<file path="src/rtl/campbell_frame_rx.sv">
// Decoder for the 11-byte Campbell telemetry frame. It reassembles two 24-bit power words
// and two 16-bit pulse counts, and uses inter-byte silence to locate frame boundaries.
module campbell_frame_rx #(
    parameter int TIMEOUT_CYCLES = 100000,
    parameter int TMR_W          = 17
) (
    input  logic        clk,
    input  logic        rst,
    input  logic        rx_valid,
    input  logic [7:0]  rx_data,
    output logic [23:0] power1,
    output logic [23:0] power2,
    output logic [15:0] count1,
    output logic [15:0] count2,
    output logic        frame_valid,
    output logic        frame_err,
    output logic [15:0] frame_cnt,
    output logic [7:0]  err_cnt
);

    typedef enum logic [1:0] {HUNT, IDLE, COLLECT} state_t;

    localparam logic [TMR_W-1:0] TMR_MAX  = TMR_W'(TIMEOUT_CYCLES);
    localparam logic [TMR_W-1:0] TMR_LAST = TMR_W'(TIMEOUT_CYCLES - 1);

    state_t          state;
    logic [TMR_W-1:0] timer;
    logic [3:0]       idx;
    logic [9:0][7:0]  shadow;
    logic             tout;

    // A received byte always wins over a timeout in the same cycle.
    assign tout = !rx_valid && (timer == TMR_LAST);

    always_ff @(posedge clk or posedge rst) begin
        if (rst) begin
            timer <= '0;
        end else if (rx_valid) begin
            timer <= '0;
        end else if (timer != TMR_MAX) begin
            timer <= timer + 1'b1;
        end
    end

    always_ff @(posedge clk or posedge rst) begin
        if (rst) begin
            state       <= HUNT;
            idx         <= '0;
            shadow      <= '0;
            power1      <= '0;
            power2      <= '0;
            count1      <= '0;
            count2      <= '0;
            frame_valid <= 1'b0;
            frame_err   <= 1'b0;
            frame_cnt   <= '0;
            err_cnt     <= '0;
        end else begin
            frame_valid <= 1'b0;
            frame_err   <= 1'b0;
            case (state)
                HUNT: begin
                    if (tout) state <= IDLE;
                end
                IDLE: begin
                    if (rx_valid) begin
                        shadow[0] <= rx_data;
                        idx       <= 4'd1;
                        state     <= COLLECT;
                    end
                end
                COLLECT: begin
                    if (rx_valid) begin
                        if (idx == 4'd10) begin
                            idx <= '0;
                            if (rx_data == 8'hFF) begin
                                power1      <= {shadow[0], shadow[1], shadow[2]};
                                power2      <= {shadow[3], shadow[4], shadow[5]};
                                count1      <= {shadow[6], shadow[7]};
                                count2      <= {shadow[8], shadow[9]};
                                frame_valid <= 1'b1;
                                frame_cnt   <= frame_cnt + 1'b1;
                                state       <= IDLE;
                            end else begin
                                // A bad terminator means we may be misaligned: resync on silence.
                                frame_err <= 1'b1;
                                if (err_cnt != 8'hFF) err_cnt <= err_cnt + 1'b1;
                                state     <= HUNT;
                            end
                        end else begin
                            shadow[idx] <= rx_data;
                            idx         <= idx + 1'b1;
                        end
                    end else if (tout) begin
                        // The gap itself is the boundary, so the next byte may start a frame.
                        frame_err <= 1'b1;
                        if (err_cnt != 8'hFF) err_cnt <= err_cnt + 1'b1;
                        idx       <= '0;
                        state     <= IDLE;
                    end
                end
                default: state <= HUNT;
            endcase
        end
    end

endmodule
</file>
<file path="config.mk">
export PLATFORM = sky130hd
export DESIGN_NAME = campbell_frame_rx
export DESIGN_NICKNAME = d
export VERILOG_FILES = /design/src/rtl/campbell_frame_rx.sv
export SDC_FILE = /design/constraint.sdc
export NUM_CORES = 1
export LEC_CHECK = 0
export ABC_CLOCK_PERIOD_IN_PS = 19700
export CAP_MARGIN = 30
export CORE_MARGIN = 2
export CORE_UTILIZATION = 44
export CTS_BUF_LIST = sky130_fd_sc_hd__clkbuf_8 sky130_fd_sc_hd__clkbuf_16
export CTS_CLUSTER_DIAMETER = 200
export DETAILED_ROUTE_END_ITERATION = 10
export PLACE_DENSITY = 0.69
export SLEW_MARGIN = 0
export SYNTH_ARGS = -nofsm -noshare
export SYNTH_HDL_FRONTEND = slang
export SYNTH_SLANG_ARGS = --single-unit
export TNS_END_PERCENT = 10
</file>
<file path="constraint.sdc">
create_clock -name clk -period 19.7 [get_ports clk]
set_clock_uncertainty 0.2 [all_clocks]
set_input_delay 3.94 -clock clk [delete_from_list [all_inputs] [get_ports clk]]
set_output_delay 3.94 -clock clk [all_outputs]
set_load 0.02 [all_outputs]
</file>
==> metrics.log, run 1 <==
INFO  metric run_status = completed
INFO  metric holdBufCountCts = 0
INFO  metric critical_path.max_stage_delay = 880 ps
INFO  metric worstRegToRegCells = 8
INFO  metric drt_first_pass_iters = 4
INFO  metric grt_pass1_vias = 5796
INFO  metric io_buffers = 116
INFO  metric share_of_flip_flops_with_an_asynchronous_set_or_reset = 1.00
INFO  metric post_cts_buffers = 0
INFO  metric dpl.hpwl = 11.8 mm
INFO  metric synth_cell_types = 50
INFO  metric maximum_number_of_pins_on_one_net_before_global_route_repair = 143
INFO  metric syn_area_per_cell = 11.1 um2
INFO  metric clk_root_buffer_cell = sky130_fd_sc_hd__clkbuf_16
INFO  metric slew_headroom = 0.341
INFO  metric p_leak = 5.28 nW
INFO  metric cell_by_cell_listing_of_the_critical_path = clkdlybuf4s50_1, nand4_1, or3_1, or2_2, buf_4, inv_2, buf_4, nand4_1, xnor2_1
INFO  metric top_library_cells_by_usage_in_the_layout_fill_and_taps_aside = sky130_fd_sc_hd__nand2_1, sky130_fd_sc_hd__dfrtp_1, sky130_fd_sc_hd__clkdlybuf4s50_1
INFO  metric hold_class = reg -> reg
INFO  metric cts.htree.levels = 1
INFO  metric core_region_area = 18800 um2
INFO  metric hold_viol_final = 0
INFO  metric finalCriticalPeriod = 7450 ps
INFO  metric final_common_cell = sky130_fd_sc_hd__nand2_1
INFO  metric timing.critical_path.required = 19880 ps
INFO  metric synth_ff_type = sky130_fd_sc_hd__dfrtp_1
INFO  metric setup_violations = 0
INFO  metric total_congestion_overflow_after_global_routing = 0
INFO  metric diodes = 0
INFO  metric post_synth_inst_count = 763
INFO  metric drv_cap = 0
INFO  metric maximum_ir_drop_on_the_vdd_rail = 0.0631 mV
INFO  metric wl = 18.5 mm
INFO  metric rsz0062_at_grt = false
INFO  metric flow.area_growth_from_synthesis = 26.2%
INFO  metric grt_use_total = 0.185
INFO  metric floorplan.initialDensity = 0.450
INFO  metric final_critical_path_setup_slack = 12250 ps
INFO  metric holdPathStages = 2
INFO  metric floorplan.die.height = 143 um
INFO  metric layout.nets = 889
INFO  metric timing.final.max_slew_violations = 0
INFO  metric worst_slack_after_detailed_placement = 11770 ps
INFO  metric worstMarginPinSlew = 982 ps
INFO  metric fillers = 1584
INFO  metric rows = 50
INFO  metric drive_gt1_frac = 0.154
INFO  metric grt_antenna_before_repair = 0
INFO  metric via_count = 5782
INFO  metric drt-initial-drc-count = 341
INFO  metric startpoint_type = input pin
INFO  metric setup_tns = 0 ps
INFO  metric yosysWarningCount = 0
INFO  metric fp.dieW = 143 um
INFO  metric vias_per_cell = 5.14
INFO  metric top_level_ports = 117
INFO  metric drt-wirelength-per-cell = 16.5 um
INFO  metric die_area = 20300 um2
INFO  metric power_per_cell_area = 87.8 nW/um2
INFO  metric numClockSinks = 209
INFO  metric syn_area = 8450 um2
INFO  metric synth_seq_cells = 209
INFO  metric gpl.final_weighted_congestion = 0.835
INFO  metric clkTransAtPathRegs = 60 ps
INFO  metric grt_pass1_wl = 30.3 mm
INFO  metric layout_worst_path_cycle_share = 0.378
INFO  metric synth_nets = 778
INFO  metric tritoncts = yes
INFO  metric seq_area_frac_synth = 0.619
INFO  metric worstSetupPathType = in -> reg
INFO  metric post_synth_edffs = 0
INFO  metric drc_errors = 0
INFO  metric clk_latency = 500 ps
INFO  metric fin_worst_hold_slack = 264 ps
INFO  metric end_kind = flop
INFO  metric cp_data_arrival_time = 7630 ps
INFO  metric critPathSlowestCell = sky130_fd_sc_hd__clkdlybuf4s50_1
INFO  metric cts_buffers = 23
INFO  metric drt.antenna.violating_nets = 0
INFO  metric critical_path_peak_fanout = 84
INFO  metric cts_resized = 0
INFO  metric maximum_buffer_depth_of_the_clock_tree = 3
INFO  metric fmax = 134 MHz
## area by class of cell
| type | count | area [um2] | area share |
|---|---|---|---|
| clock buffer | 30 | 672 | 0.0630 |
| clock inverter | 12 | 166 | 0.0156 |
| inverter | 8 | 37.5 | 0.00352 |
| multi-input combinational | 511 | 3050 | 0.286 |
| sequential | 209 | 5230 | 0.490 |
| tap | 234 | 293 | 0.0275 |
| timing repair buffer | 121 | 1220 | 0.114 |
## cells by family (layout without fill, tap and decap cells)
logic type / count (synthesis) / count (layout) / share of synthesized area
compound gates: 26 / 26 / 0.0187
buf+inv: 43 / 171 / 0.0203
simple gates: 365 / 365 / 0.191
flops: 209 / 209 / 0.619
xor+xnor: 32 / 32 / 0.0332
mux: 84 / 84 / 0.112
fa+ha+maj: 4 / 4 / 0.00592
## synthesized netlist by cell type, drive strengths merged (2+ instances only)
cell type    n  share of area
a21oi        6         0.0036
a31oi        2         0.0015
and2         3         0.0022
and3         8         0.0059
and4         3         0.0033
buf          6         0.0038
clkbuf      29          0.013
dfrtp      209           0.62
ha           4         0.0059
inv          8         0.0036
mux2        83           0.11
nand2      267           0.12
nand2b       6         0.0044
nand3       13         0.0077
nand4       11         0.0081
nand4b       3         0.0031
nor2        25          0.012
nor2b        5         0.0037
nor3         3         0.0018
nor4         3         0.0047
o21ai       12         0.0071
or3          4         0.0030
or4          3         0.0031
xnor2       22          0.023
xor2        10          0.010
## routing by layer
layer / share of wire / vias up / track usage
met5: 0 / - / 0
met4: 0.018 / 0 / 0.0521
met3: 0.059 / 29 / 0.0336
met2: 0.46 / 122 / 0.288
met1: 0.47 / 2879 / 0.268
li1: - / 2752 / -
## metrics by stage
step | instance area (um2) | power [mW] | instances | utilization
after global placement | 9800 | 0.483 | 1082 | 0.522
after global routing | 10700 | 0.968 | 1125 | 0.568
after detailed placement | 9800 | 0.484 | 1082 | 0.522
final | 10700 | 0.937 | 1125 | 0.568
after floorplan | 8450 | 0.472 | 763 | -
after CTS | 10600 | 0.946 | 1124 | 0.567
## power breakdown
part / internal, mW / total, mW / switching [mW]
clock network: 0.292 / 0.461 / 0.169
registers: 0.438 / 0.445 / 0.00740
logic: 0.0119 / 0.0310 / 0.0191
total: 0.742 / 0.937 / 0.195
## path summary, 6_finish.rpt
path | startpoint | to | slack, ps
max | rx_data[3] | frame_cnt[4] | 12250
min | shadow[23] | power1[7] | 260
max reg2reg | idx[2] | frame_cnt[4] | 16130
min reg2reg | shadow[23] | power1[7] | 260
max in group asynchronous | rst | shadow[57] | 14070
min in group asynchronous | rst | frame_cnt[9] | 3530
## worst max-delay path, delay by kind of cell
kind / cells / cell delay, ps
xor+xnor: 1 / 160
simple gates: 4 / 1130
buf+inv: 4 / 2300
## registers in the layout, summed over array words and instances, names as in the netlist
name,count
power1,24
power2,24
timer,17
frame_valid,1
frame_cnt,16
idx,4
frame_err,1
count1,16
shadow,80
err_cnt,8
count2,16
state,2
(Power assumes the default switching activity.)
==> run 2: changes to the inputs <==
--- a/config.mk
+++ b/config.mk
@@ -5,7 +5,7 @@
 export SDC_FILE = /design/constraint.sdc
 export NUM_CORES = 1
 export LEC_CHECK = 0
-export ABC_CLOCK_PERIOD_IN_PS = 19700
+export ABC_CLOCK_PERIOD_IN_PS = 6900
 export CAP_MARGIN = 30
 export CORE_MARGIN = 2
 export CORE_UTILIZATION = 44
==> constraint.sdc (replaced) <==
create_clock -name clk -period 6.9 [get_ports clk]
set_clock_uncertainty 0.2 [all_clocks]
set_input_delay 1.38 -clock clk [delete_from_list [all_inputs] [get_ports clk]]
set_output_delay 1.38 -clock clk [all_outputs]
set_load 0.02 [all_outputs]
==> metrics.log, run 2 (synthesized netlist as in run 1, its figures left out) <==
INFO  metric via_count = 5789
INFO  metric gpl.final_weighted_congestion = 0.774
INFO  metric hold_viol_final = 0
INFO  metric fmax = 221 MHz
INFO  metric hold_class = reg -> reg
INFO  metric end_kind = flop
INFO  metric drive_gt1_frac = 0.145
INFO  metric worstMarginPinSlew = 932 ps
INFO  metric power_per_cell_area = 238 nW/um2
INFO  metric slew_headroom = 0.379
INFO  metric grt_pass1_wl = 29.6 mm
INFO  metric timing.final.max_slew_violations = 0
INFO  metric drt_first_pass_iters = 4
INFO  metric wl = 18.2 mm
INFO  metric rsz0062_at_grt = false
INFO  metric largest_register = shadow
INFO  metric worst_slack_after_detailed_placement = 1890 ps
INFO  metric share_clk_of_total_power = 0.457
INFO  metric cp_data_arrival_time = 4750 ps
INFO  metric grt_antenna_before_repair = 0
INFO  metric dpl.hpwl = 11.5 mm
INFO  metric final_critical_path_setup_slack = 2370 ps
INFO  metric p_leak = 5.23 nW
INFO  metric fillers = 1594
INFO  metric largestRegisters = shadow (80), power1 (24), power2 (24)
INFO  metric tritoncts = yes
INFO  metric holdBufCountCts = 0
INFO  metric finish.utilization = 0.561
INFO  metric largest_register_ffs = 80
INFO  metric cts.htree.levels = 1
INFO  metric io_buffers = 116
INFO  metric total_congestion_overflow_after_global_routing = 0
INFO  metric post_cts_buffers = 0
INFO  metric setup_violations = 0
INFO  metric drc_errors = 0
INFO  metric fin_worst_hold_slack = 257 ps
INFO  metric top_level_ports = 117
INFO  metric finalCriticalPeriod = 4530 ps
INFO  metric flow.area_growth_from_synthesis = 24.6%
INFO  metric totalPowerFinal = 2.50 mW
INFO  metric core_region_area = 18800 um2
INFO  metric setup_tns = 0 ps
INFO  metric drt-initial-drc-count = 432
INFO  metric grt_use_total = 0.182
INFO  metric vias_per_cell = 5.16
INFO  metric critical_path_peak_fanout = 84
INFO  metric intPower = 1.97 mW
INFO  metric final_common_cell = sky130_fd_sc_hd__nand2_1
INFO  metric cts_buffers = 23
INFO  metric floorplan.die.height = 143 um
INFO  metric fp.dieW = 143 um
INFO  metric maximum_buffer_depth_of_the_clock_tree = 3
INFO  metric clkTransAtPathRegs = 60 ps
INFO  metric layout_worst_path_cycle_share = 0.656
INFO  metric timing.critical_path.required = 7120 ps
INFO  metric area.sequential = 5230 um2
INFO  metric clk_latency = 490 ps
INFO  metric grt_pass1_vias = 5632
INFO  metric diodes = 0
INFO  metric cts_resized = 0
INFO  metric worstSetupPathType = in -> reg
INFO  metric rows = 50
INFO  metric multi_input_area = 3050 um2
INFO  metric startpoint_type = input pin
INFO  metric die_area = 20300 um2
INFO  metric drt-wirelength-per-cell = 16.2 um
INFO  metric run_status = completed
INFO  metric maximum_ir_drop_on_the_vdd_rail = 0.142 mV
INFO  metric layout.nets = 889
INFO  metric numClockSinks = 209
INFO  metric netSwitchingFraction = 0.211
INFO  metric seq_power_share = 0.508
INFO  metric floorplan.initialDensity = 0.450
INFO  metric power.switching = 528 uW
INFO  metric drv_cap = 0
INFO  metric maximum_number_of_pins_on_one_net_before_global_route_repair = 176
INFO  metric top_library_cells_by_usage_in_the_layout_fill_and_taps_aside = sky130_fd_sc_hd__nand2_1, sky130_fd_sc_hd__dfrtp_1, sky130_fd_sc_hd__clkdlybuf4s50_1
INFO  metric power.combinational.fraction = 0.035
INFO  metric clk_root_buffer_cell = sky130_fd_sc_hd__clkbuf_16
INFO  metric drt.antenna.violating_nets = 0
[run 2: area by class of cell]
class                           instances  share of cell area
Clock inverter                         10             0.00665
Inverter                                8             0.00321
Clock buffer                           28              0.0612
Multi-Input combinational cell        511               0.289
Timing Repair Buffer                  121               0.115
Sequential cell                       209               0.497
Tap cell                              234              0.0278
[run 2: per-layer routing]
metal	vias to the layer above	routed length, um	global-route usage
met2	135	8720	0.294
met1	2899	8270	0.261
met5	-	0	0
li1	2736	-	-
met4	0	197	0.0328
met3	19	993	0.0326
[run 2: power groups by stage]
stage / clock, mW / combinational [mW] / sequential [mW]
6_report: 1.14 / 0.0876 / 1.27
5_1_grt: 1.23 / 0.0982 / 1.27
4_1_cts: 1.17 / 0.0901 / 1.27
3_5_place_dp: 0 / 0.0899 / 1.29
3_3_place_gp: 0 / 0.0880 / 1.29
2_1_floorplan: 0 / 0.0641 / 1.28
[run 2: through the flow]
step	instances	instance area (um2)
4_1_cts	1121	10500
5_1_grt	1121	10500
6_report	1121	10500
2_1_floorplan	763	8450
3_3_place_gp	1083	9820
3_5_place_dp	1083	9820
[run 2: critical path: stages]
cell,delay (ps)
sky130_fd_sc_hd__clkdlybuf4s50_1,930
sky130_fd_sc_hd__nand3_1,120
sky130_fd_sc_hd__or3_1,420
sky130_fd_sc_hd__or2_2,320
sky130_fd_sc_hd__buf_4,390
sky130_fd_sc_hd__inv_2,530
sky130_fd_sc_hd__buf_4,420
sky130_fd_sc_hd__nand2_1,110
sky130_fd_sc_hd__nand2_1,70
[run 2: worst paths after layout]
kind / slack [ps] / to / cells after the start / start
min: 260 / count2[10] / 2 / shadow[66]
max in group asynchronous: 3950 / shadow[8] / 3 / rst
max: 2370 / count1[13] / 9 / rx_data[1]
max reg2reg: 3650 / count1[13] / 8 / idx[2]
min in group asynchronous: 1180 / frame_cnt[10] / 2 / rst
min reg2reg: 260 / count2[10] / 2 / shadow[66]
==> run 3: changes to the inputs <==
--- a/config.mk
+++ b/config.mk
@@ -5,14 +5,14 @@
 export SDC_FILE = /design/constraint.sdc
 export NUM_CORES = 1
 export LEC_CHECK = 0
-export ABC_CLOCK_PERIOD_IN_PS = 6900
+export ABC_CLOCK_PERIOD_IN_PS = 3800
 export CAP_MARGIN = 30
 export CORE_MARGIN = 2
 export CORE_UTILIZATION = 44
 export CTS_BUF_LIST = sky130_fd_sc_hd__clkbuf_8 sky130_fd_sc_hd__clkbuf_16
 export CTS_CLUSTER_DIAMETER = 200
 export DETAILED_ROUTE_END_ITERATION = 10
-export PLACE_DENSITY = 0.69
+export PLACE_DENSITY = 0.72
 export SLEW_MARGIN = 0
 export SYNTH_ARGS = -nofsm -noshare
 export SYNTH_HDL_FRONTEND = slang
==> constraint.sdc (replaced) <==
create_clock -name clk -period 3.8 [get_ports clk]
set_clock_uncertainty 0.2 [all_clocks]
set_input_delay 0.76 -clock clk [delete_from_list [all_inputs] [get_ports clk]]
set_output_delay 0.76 -clock clk [all_outputs]
set_load 0.02 [all_outputs]
==> metrics.log, run 3 (synthesized netlist as in run 1, its figures left out) <==
INFO  metric clk_root_buffer_cell = sky130_fd_sc_hd__clkbuf_16
INFO  metric drt-initial-drc-count = 428
INFO  metric top_level_ports = 117
INFO  metric die_area = 20300 um2
INFO  metric grt_use_total = 0.188
INFO  metric drive_gt1_frac = 0.158
INFO  metric fillers = 1580
INFO  metric io_buffers = 116
INFO  metric run_status = completed
INFO  metric cts_buffers = 22
INFO  metric drt-wirelength-per-cell = 16.6 um
INFO  metric p_leak = 5.31 nW
INFO  metric worstSetupPathType = in -> reg
INFO  metric wl = 18.8 mm
INFO  metric critical_path.startpoint = rx_valid
INFO  metric grt_pass1_vias = 5801
INFO  metric layout.nets = 899
INFO  metric setup_violations = 0
INFO  metric rows = 50
INFO  metric crit-reg2reg-launch = timer[1]
INFO  metric drt_first_pass_iters = 4
INFO  metric hold_class = reg -> reg
INFO  metric cts_resized = 0
INFO  metric cts.htree.levels = 1
INFO  metric maximum_number_of_pins_on_one_net_before_global_route_repair = 178
INFO  metric clkTransAtPathRegs = 60 ps
INFO  metric power_per_cell_area = 433 nW/um2
INFO  metric timing.final.max_slew_violations = 0
INFO  metric flow.area_growth_from_synthesis = 26.1%
INFO  metric floorplan.initialDensity = 0.450
INFO  metric post_dp_cell_area = 9910 um2
INFO  metric numClockSinks = 209
INFO  metric timing.critical_path.required = 3980 ps
INFO  metric setup_tns = 0 ps
INFO  metric maximum_buffer_depth_of_the_clock_tree = 3
INFO  metric drc_errors = 0
INFO  metric core_region_area = 18800 um2
INFO  metric final_common_cell = sky130_fd_sc_hd__nand2_1
INFO  metric drt.antenna.violating_nets = 0
INFO  metric tritoncts = yes
INFO  metric dpl.hpwl = 12.2 mm
INFO  metric largest_register_ffs = 80
INFO  metric layout_worst_path_cycle_share = 0.763
INFO  metric vias_per_cell = 5.20
INFO  metric grt_antenna_before_repair = 0
INFO  metric drv_cap = 0
INFO  metric gpl.final_weighted_congestion = 0.797
INFO  metric holdBufCountCts = 0
INFO  metric regToRegEndpoint = err_cnt[7]
INFO  metric finalCriticalPeriod = 2900 ps
INFO  metric top_library_cells_by_usage_in_the_layout_fill_and_taps_aside = sky130_fd_sc_hd__nand2_1, sky130_fd_sc_hd__dfrtp_1, sky130_fd_sc_hd__clkdlybuf4s50_1
INFO  metric worstMarginPinSlew = 982 ps
INFO  metric fin_worst_hold_slack = 264 ps
INFO  metric startpoint_type = input pin
INFO  metric total_congestion_overflow_after_global_routing = 0
INFO  metric end_kind = flop
INFO  metric largestRegisters = shadow (80), power1 (24), power2 (24)
INFO  metric cp_data_arrival_time = 3080 ps
INFO  metric maximum_ir_drop_on_the_vdd_rail = 0.288 mV
INFO  metric fp.dieW = 143 um
INFO  metric grt_pass1_wl = 30.4 mm
INFO  metric floorplan.die.height = 143 um
INFO  metric diodes = 0
INFO  metric worstRegToRegCells = 6
INFO  metric slew_headroom = 0.345
INFO  metric critical_path_peak_fanout = 27
INFO  metric final_design_area_no_fill = 10700 um2
INFO  metric largest_register = shadow
INFO  metric hold_viol_final = 0
INFO  metric rsz0062_at_grt = false
INFO  metric via_count = 5897
INFO  metric timing.reg2reg.setup_slack = 1110 ps
INFO  metric fmax = 345 MHz
INFO  metric post_cts_buffers = 0
INFO  metric clk_latency = 490 ps
INFO  metric cp-endpoint = shadow[62]
## run 3: worst max-delay path, cell delays in order
cell	delay [ps]
sky130_fd_sc_hd__clkdlybuf4s50_1	480
sky130_fd_sc_hd__buf_4	280
sky130_fd_sc_hd__nand2_1	110
sky130_fd_sc_hd__nor4b_1	580
sky130_fd_sc_hd__nand3_1	460
sky130_fd_sc_hd__mux2_2	400
## run 3: worst min path at each step
stage                          start          to  slack (ps)  depth (start not counted)
final                      shadow[7]  power1[23]         260                          2
after global routing      shadow[17]   power1[1]         280                          2
after floorplan           shadow[24]  power2[16]         230                          2
after detailed placement  shadow[17]   power1[1]         250                          2
after CTS                 shadow[17]   power1[1]         260                          2
after global placement    shadow[61]   count1[5]         240                          2
## run 3: per-stage QoR
stage | utilization | cells | worst slack (ps) | power (mW)
final | 0.568 | 1134 | 901 | 4.61
after global routing | 0.568 | 1134 | 655 | 4.79
after CTS | 0.568 | 1134 | 880 | 4.66
after detailed placement | 0.528 | 1094 | 371 | 2.52
after global placement | 0.528 | 1094 | 379 | 2.51
after floorplan | - | 763 | 126 | 2.45
## run 3: area by class of cell
class / instances / area [um2] / area share
flip-flops and latches: 209 / 5230 / 0.491
repair buffers: 132 / 1310 / 0.123
well taps: 234 / 293 / 0.0275
multi-input cells: 511 / 3050 / 0.286
inverters: 8 / 33.8 / 0.00317
clock inverters: 10 / 71.3 / 0.00669
clock buffers: 30 / 672 / 0.0631
## run 3: routing by layer
layer  global-route usage  up-vias  share of wire  wire length, um
met5                    0        -              0                0
met4               0.0479        0          0.020              377
met3               0.0306       26          0.053             1000
met2                0.300      139           0.46             8660
met1                0.270     2981           0.47             8790
li1                     -     2751              -                -
## run 3: power by group
group / internal, mW / switching, mW / total (mW) / leakage, nW
Clock: 1.30 / 0.837 / 2.14 / 0.392
Sequential: 2.27 / 0.0372 / 2.31 / 2.90
Combinational: 0.0665 / 0.104 / 0.170 / 2.02
